[src/rtl/sprite_pkg.sv]
// Shared constants and types for the sprite blitter: sprite/screen geometry,
// the transparent key color, bus widths and the blit FSM state type.
package sprite_pkg;

  localparam int SPR_W    = 20;
  localparam int SPR_H    = 22;
  localparam int SCREEN_W = 640;
  localparam int SCREEN_H = 480;

  localparam logic [23:0] KEY_COLOR = 24'h800080;

  localparam int ROM_ADDR_W = 9;
  localparam int FB_ADDR_W  = 19;
  localparam int COLOR_W    = 24;
  localparam int COORD_W    = 10;
  // One bit wider than a screen coordinate so off-screen sums stay visible.
  localparam int SUM_W      = 11;

  typedef enum logic [1:0] {
    IDLE,
    RUN,
    DRAIN
  } blit_state_t;

endpackage

[src/rtl/sprite_addr_gen.sv]
// Row-major sprite pixel counters with horizontal-flip mapping to the ROM
// pixel address; 'last' marks the bottom-right pixel of the sprite.
module sprite_addr_gen #(
  parameter int SPR_W = sprite_pkg::SPR_W,
  parameter int SPR_H = sprite_pkg::SPR_H,
  localparam int X_W  = $clog2(SPR_W),
  localparam int Y_W  = $clog2(SPR_H)
) (
  input  logic                                Clk,
  input  logic                                Reset,
  input  logic                                clear,
  input  logic                                advance,
  input  logic                                flip,
  output logic [X_W-1:0]                      sx,
  output logic [Y_W-1:0]                      sy,
  output logic [sprite_pkg::ROM_ADDR_W-1:0]   rom_addr,
  output logic                                last
);
  import sprite_pkg::*;

  logic            sx_end;
  logic            sy_end;
  logic [X_W-1:0]  col;

  assign sx_end = (sx == X_W'(SPR_W - 1));
  assign sy_end = (sy == Y_W'(SPR_H - 1));
  assign last   = sx_end && sy_end;

  // Mirroring only changes which ROM column is read; screen columns still
  // advance left to right.
  assign col      = flip ? (X_W'(SPR_W - 1) - sx) : sx;
  assign rom_addr = ROM_ADDR_W'(sy) * ROM_ADDR_W'(SPR_W) + ROM_ADDR_W'(col);

  // NOTE: state registers use non-blocking assignments so every flop samples
  // pre-edge values regardless of block ordering.
  always_ff @(posedge Clk) begin
    if (Reset || clear) begin
      sx <= '0;
      sy <= '0;
    end else if (advance) begin
      if (sx_end) begin
        sx <= '0;
        sy <= sy_end ? '0 : sy + Y_W'(1);
      end else begin
        sx <= sx + X_W'(1);
      end
    end
  end

endmodule

[src/rtl/sprite_blitter.sv]
// Copies one sprite from a combinational color ROM into the frame buffer,
// with optional horizontal mirroring, key-color transparency and clipping.
module sprite_blitter #(
  parameter int          SPR_W     = sprite_pkg::SPR_W,
  parameter int          SPR_H     = sprite_pkg::SPR_H,
  parameter int          SCREEN_W  = sprite_pkg::SCREEN_W,
  parameter int          SCREEN_H  = sprite_pkg::SCREEN_H,
  parameter logic [23:0] KEY_COLOR = sprite_pkg::KEY_COLOR
) (
  input  logic        Clk,
  input  logic        Reset,
  input  logic        start,
  input  logic [9:0]  pos_x,
  input  logic [9:0]  pos_y,
  input  logic        flip,
  output logic        busy,
  output logic        done,
  output logic [8:0]  rom_addr,
  input  logic [23:0] rom_color,
  output logic        fb_we,
  output logic [18:0] fb_addr,
  output logic [23:0] fb_data,
  input  logic        fb_ready
);
  import sprite_pkg::*;

  localparam int X_W = $clog2(SPR_W);
  localparam int Y_W = $clog2(SPR_H);

  blit_state_t          state, state_next;
  logic [COORD_W-1:0]   pos_x_q, pos_y_q;
  logic                 flip_q;

  logic [X_W-1:0]       sx;
  logic [Y_W-1:0]       sy;
  logic                 last;

  logic                 slot_free;
  logic                 clear;
  logic                 capture;
  logic                 finish;

  logic [SUM_W-1:0]     x_sum, y_sum;
  logic                 on_screen;
  logic [FB_ADDR_W-1:0] fb_addr_next;

  sprite_addr_gen #(
    .SPR_W (SPR_W),
    .SPR_H (SPR_H)
  ) u_addr_gen (
    .Clk      (Clk),
    .Reset    (Reset),
    .clear    (clear),
    .advance  (capture),
    .flip     (flip_q),
    .sx       (sx),
    .sy       (sy),
    .rom_addr (rom_addr),
    .last     (last)
  );

  // The output slot can take a new pixel once the pending write (if any)
  // is being accepted on this edge.
  assign slot_free = !fb_we || fb_ready;

  assign x_sum        = SUM_W'(pos_x_q) + SUM_W'(sx);
  assign y_sum        = SUM_W'(pos_y_q) + SUM_W'(sy);
  assign on_screen    = (x_sum < SUM_W'(SCREEN_W)) && (y_sum < SUM_W'(SCREEN_H));
  assign fb_addr_next = FB_ADDR_W'(y_sum) * FB_ADDR_W'(SCREEN_W) + FB_ADDR_W'(x_sum);

  always_ff @(posedge Clk) begin
    if (Reset) state <= IDLE;
    else       state <= state_next;
  end

  // NOTE: every signal driven here gets a default first, so no path through
  // the case can leave one unassigned and infer a latch.
  always_comb begin
    state_next = state;
    clear      = 1'b0;
    capture    = 1'b0;
    finish     = 1'b0;
    case (state)
      IDLE: begin
        if (start) begin
          clear      = 1'b1;
          state_next = RUN;
        end
      end
      RUN: begin
        if (slot_free) begin
          capture = 1'b1;
          if (last) state_next = DRAIN;
        end
      end
      DRAIN: begin
        if (slot_free) begin
          finish     = 1'b1;
          state_next = IDLE;
        end
      end
      default: state_next = IDLE;
    endcase
  end

  always_ff @(posedge Clk) begin
    if (Reset) begin
      pos_x_q <= '0;
      pos_y_q <= '0;
      flip_q  <= 1'b0;
      busy    <= 1'b0;
      done    <= 1'b0;
      fb_we   <= 1'b0;
      fb_addr <= '0;
      fb_data <= '0;
    end else begin
      done <= finish;
      if (clear) begin
        pos_x_q <= pos_x;
        pos_y_q <= pos_y;
        flip_q  <= flip;
        busy    <= 1'b1;
      end
      if (capture) begin
        fb_data <= rom_color;
        fb_addr <= fb_addr_next;
        fb_we   <= (rom_color != KEY_COLOR) && on_screen;
      end
      if (finish) begin
        fb_we <= 1'b0;
        busy  <= 1'b0;
      end
    end
  end

endmodule

[config.mk]
export PLATFORM = sky130hd
export DESIGN_NAME = sprite_blitter
export DESIGN_NICKNAME = d
export VERILOG_FILES = /design/src/rtl/sprite_pkg.sv /design/src/rtl/sprite_addr_gen.sv /design/src/rtl/sprite_blitter.sv
export SDC_FILE = /design/constraint.sdc
export NUM_CORES = 1
export LEC_CHECK = 0
export CAP_MARGIN = 10
export CORE_ASPECT_RATIO = 0.6
export CORE_UTILIZATION = 49
export DETAILED_ROUTE_END_ITERATION = 10
export GPL_ROUTABILITY_DRIVEN = 0
export GPL_TIMING_DRIVEN = 0
export PLACE_DENSITY_LB_ADDON = 0.3
export SKIP_LAST_GASP = 1
export SYNTH_ARGS = -nofsm -noshare
export SYNTH_HDL_FRONTEND = slang
export SYNTH_SLANG_ARGS = --single-unit
[constraint.sdc]
create_clock -name Clk -period 7.1 [get_ports Clk]
set_input_delay 0.71 -clock Clk [delete_from_list [all_inputs] [get_ports Clk]]
set_output_delay 0.71 -clock Clk [all_outputs]
set_load 0.1 [all_outputs]
==> Word-level counts from Yosys, hierarchy flattened <==
Cells that the tools add are included.
{ "totals": {"register_bits": 79, "in_bits": 49, "output_inout_bits": 55, "word_cells": 54} }
{ "op_classes": {"add_sub_neg": 7, "mul": 2, "n_lt_le_gt_ge": 2, "n_eq_ne": 9, "muxes": 13, "reduce_logical": 10} }
{ "op_table": {"columns": ["cell", "n"], "rows": [
  ["24-bit inequality test, second input constant", 1],
  ["10-bit by 5-bit adder with 11-bit output", 2],
  ["19-bit by 11-bit adder with 19-bit output", 1],
  ["5-bit two-way mux", 3],
  ["11-bit by 3-bit multiplier with 12-bit output, second input constant", 1],
  ["11-bit by 10-bit < comparator with 1-bit output, second input constant", 1],
  ["11-bit by 9-bit < comparator with 1-bit output, second input constant", 1],
  ["5-bit by 1-bit adder with 5-bit output, second input constant", 2],
  ["5-bit equality test, second input constant", 2],
  ["9-bit by 5-bit adder with 9-bit output", 1],
  ["2-bit two-way mux", 4],
  ["2-bit inequality test, second input constant", 4],
  ["5-bit by 3-bit multiplier with 7-bit output, second input constant", 1],
  ["2-bit case mux with 3 select lines", 1],
  ["1-bit two-way mux", 5],
  ["5-bit subtractor, first input constant", 1],
  ["4-bit AND reduction", 1],
  ["1-bit logical AND", 3],
  ["2-bit by 1-bit equality test with 1-bit output, second input constant", 1],
  ["2-bit equality test, second input constant", 1],
  ["2-bit logical NOT", 1],
  ["1-bit logical OR", 2],
  ["2-bit AND reduction", 1],
  ["2-bit OR reduction", 1],
  ["1-bit logical NOT", 1]
]} }

==> Logic depth before layout (Yosys ltp) <==
{ "logic_depth": {"ltp_word": 5, "mapped_depth": 18} }

==> Hierarchy <==
From an unflattened synthesis, not the netlist that was laid out.
{ "hier_totals": {"hier_cells": 576, "hier_area_um2": 4697.0} }
{ "modules_own_cells": {"columns": ["mod", "instances", "cells_per_inst", "area_each_um2", "seq_area_each_um2"], "rows": [
  ["sprite_blitter", 1, 478, 3846.2, 1381.3],
  ["sprite_addr_gen", 1, 98, 850.8, 200.2]
]} }

==> Least setup slack after synthesis <==
OpenSTA, ideal clock, no wires.
{ "synth_timing": {"path_type": "register to output", "from": "register u_addr_gen.sy[1]", "to": "output port rom_addr[8]", "arrival_ns": 3.325, "setup_slack_ns": 3.065, "path_stages_with_launch": 8, "n_path_buf": 0, "cell_sequence": "dfxtp_1 -> ha_1 -> ha_1 -> fa_1 -> xnor2_1 -> and3b_1 -> xnor2_1 -> xor2_1"} }
{ "synth_via": {"elab_chain_cells": 2} }
{ "synth_lines": {"columns": ["element", "line_no", "text"], "rows": [
  ["start: declaration", "sprite_addr_gen.sv:15", "output logic [Y_W-1:0] sy,"],
  ["start signal: assignment", "sprite_addr_gen.sv:43", "sy <= sy_end ? '0 : sy + Y_W'(1);"],
  ["5-bit by 3-bit multiplier with 7-bit output", "sprite_addr_gen.sv:32", "assign rom_addr = ROM_ADDR_W'(sy) * ROM_ADDR_W'(SPR_W) + ROM_ADDR_W'(col);"],
  ["9-bit by 5-bit adder with 9-bit output", "sprite_addr_gen.sv:32", null],
  ["end: declaration", "sprite_blitter.sv:18", "output logic [8:0] rom_addr,"]
]} }
No other way between the ends.

==> Final worst setup path <==
Same ends and word-level chain as after synthesis.

==> out/qor.csv <==
metric,value,unit
nNetsFinal,775,
yosysSeqAreaShare,0.3442,
tightest_slew,1.025,ns
finalSetupViolCount,0,
synth-seq-cells,79,
cts_tree,yes,
synth_area_per_cell,8.146,µm²
cp_num_cells,8,
fin_setup_tns,0,ns
met1Wirelength,6056,µm
crit_family,buffers and inverters,
antenna_found_initial,0,
hold_path_depth,2,
via_per_inst,5.508,
num_io_pins,104,
synth-edff-count,0,
peakVddDrop,0.0001208,V
critical_path_class,flip-flop to output pin,
grt_max_degree,13,
reg2reg_depth,17,
hold_viol,0,
fill_cells,725,
synth_top_flop_cell,dfxtp_1,
drcViolationCount,0,
final_max_slew_viol_count,0,
syn_area,0.004594,mm²
syn2layout_area_growth,31.37,%
rows,26,
multi_input_area,0.002865,mm²
drt_wl_total,12270,µm
crit_buf_inv,1,
grt_usage,0.2590,
relSlewSlack,0.3143,
start_util,0.5231,
cts_setup_buffers,0,
path_cells,ha_1 -> ha_1 -> fa_1 -> xnor2_1 -> and3b_1 -> xnor2_1 -> xor2_1 -> clkdlybuf4s50_1,
maxCapViolations,0,
cts_buffers,9,
r2r_setup_slack,2.69,ns
rsz0062_at_grt,false,
post_drt_wl_per_cell,15.47,µm
wl_met3,706,µm
syn_inst,564,
ant_nets,0,
seq_area,0.001582,mm²
leakage,2.442,nW
htree_levels,3,
grt_pass1_vias,4056,
endpoint_kind,output pin,
num_vias,4368,
cp_slowest_cell,clkdlybuf4s50_1,
final_layout_size_suffix_gt1_frac,0.02643,
io_buffers,102,
min_from,fb_addr[2],
coreArea,0.008783,mm²
r2r_start,u_addr_gen.sy[0],
synth_cell_type_count,48,
dieArea,0.009780,mm²
top_layer,met4,
crit_required,6.39,ns
instances_no_fill,793,
ys_warn_count,0,
synth_fp_nets,662,
grt_pass1_wl,19800,µm
r2r-end,fb_addr[18],
globalRoute.totalOverflow,0,
post-route-util,0.6872,
dr_wl_met2,5394,µm
critical-path-max-stage-delay,1.15,ns
dp.cells,778,
cts_resized,0,
drt_iter0_drc,296,
status,completed,
power,0.001245,W
fin_worst_skew,0.003014,ns
cp.arrival,3.74,ns
ctsHoldBuffers,0,
whs,0.4530,ns
cp_max_fo,8,
n_antenna_cell,0,
async_flop_share,0,
p_per_area,206.3,mW/mm²
fin_crit,4.451,ns
drt_first_pass_iters,5,
die_w,127.0,µm
die_y,77.01,µm
fmax,0.2247,GHz
clkSlewWorstSetupHoldPaths,0.06,ns
hpwl,9672,µm
start_kind,flip-flop,
cts_sinks,79,
clock-root-buffer,clkbuf_16,
clk_path_buf_depth,2,
hold_class,flip-flop to flip-flop,
worstHoldEndpoint,fb_addr[2],
insertion_delay,0.33,ns
fin_crit_sh,0.6269,
[worst register-to-register path, delay by kind of cell (launching register included)]
kind / cells / cell delay [ns]
fa+ha+maj: 4 / 1.35
simple gates: 5 / 1.05
compound gates: 5 / 0.86
xor+xnor: 2 / 0.54
flops: 1 / 0.49
buf+inv: 1 / 0.07
[synth_stat cells (6+ instances only)]
master | instances | share of area
a211oi_1 | 12 | 0.020
a21o_1 | 8 | 0.013
a21oi_1 | 72 | 0.078
clkbuf_1 | 18 | 0.015
dfxtp_1 | 79 | 0.34
fa_1 | 6 | 0.026
ha_1 | 43 | 0.12
inv_1 | 16 | 0.013
nand2_1 | 125 | 0.10
nand3_1 | 6 | 0.0065
nand4_1 | 8 | 0.011
nor2_1 | 35 | 0.029
nor2b_1 | 13 | 0.018
o21ai_0 | 12 | 0.013
o21ai_1 | 6 | 0.0065
xnor2_1 | 24 | 0.046
xor2_1 | 19 | 0.036
[per-stage QoR]
| step | worst slack, ns | area [µm²] |
|---|---|---|
| global route | 2.330 | 6036 |
| detailed placement | 2.732 | 5756 |
| floorplan | 3.065 | 4594 |
| CTS | 2.652 | 6036 |
| finish | 2.649 | 6036 |
| global placement | 2.900 | 5756 |
[worst max-delay path by stage]
stage / start / endpoint
global placement: u_addr_gen.sy[0] / fb_addr[18]
finish: u_addr_gen.sy[1] / rom_addr[8]
global route: u_addr_gen.sy[0] / fb_addr[17]
CTS: u_addr_gen.sy[1] / rom_addr[8]
detailed placement: u_addr_gen.sy[0] / fb_addr[18]
floorplan: u_addr_gen.sy[1] / rom_addr[8]
[layout by cell type, fill, tap and decap left out, types with 4 or more instances in the layout]
cell type          n
nand2_1          125
clkdlybuf4s50_1  102
dfxtp_1           79
a21oi_1           72
ha_1              43
nor2_1            35
xnor2_1           24
clkbuf_1          20
xor2_1            19
inv_1             16
nor2b_1           13
a211oi_1          12
o21ai_0           12
clkbuf_16          9
a21o_1             8
nand4_1            8
o21ai_1            6
nand3_1            6
fa_1               6
o21a_1             5
nor4_1             5
buf_1              4
nor3_1             4
[state kept, by name, summed over array words and instances (netlist names)]
name and cells:
u_addr_gen.sy 5, state 2, done 1, busy 1, flip_q 1, fb_data 24
fb_we 1, pos_y_q 10, pos_x_q 10, fb_addr 19, u_addr_gen.sx 5
[cell type report]
cell class,instances,share of cell area
buffer,23,0.01451
clock buffer,11,0.03856
clock inverter,4,0.007877
inverter,16,0.009950
multi-input combinational,446,0.4747
sequential,79,0.2620
tap,112,0.02322
timing repair buffer,102,0.1692
[metal layers]
layer / GRT usage / vias to the layer above
met5: 0 / -
met4: 0.06429 / 0
met3: 0.05652 / 13
met2: 0.4143 / 128
met1: 0.3540 / 2058
li1: - / 2169
[cells by family (layout without fill, tap and decap cells)]
logic type,Yosys count,after routing,synth area share
compound gates,136,136,0.1773
xor+xnor,45,45,0.09287
fa+ha+maj,49,49,0.1432
buf+inv,39,156,0.03213
flops,79,79,0.3442
simple gates,216,216,0.2102
[power breakdown]
part / leakage, nW / switching (W) / total (W) / internal [W]
Clock: 0.135 / 0.000175 / 0.000444 / 0.000269
Combinational: 1.66 / 0.000218 / 0.000315 / 0.0000972
Sequential: 0.646 / 0.0000185 / 0.000486 / 0.000467
Total: 2.44 / 0.000412 / 0.00125 / 0.000834
No activity file was read; power rests on OpenSTA's default activity.
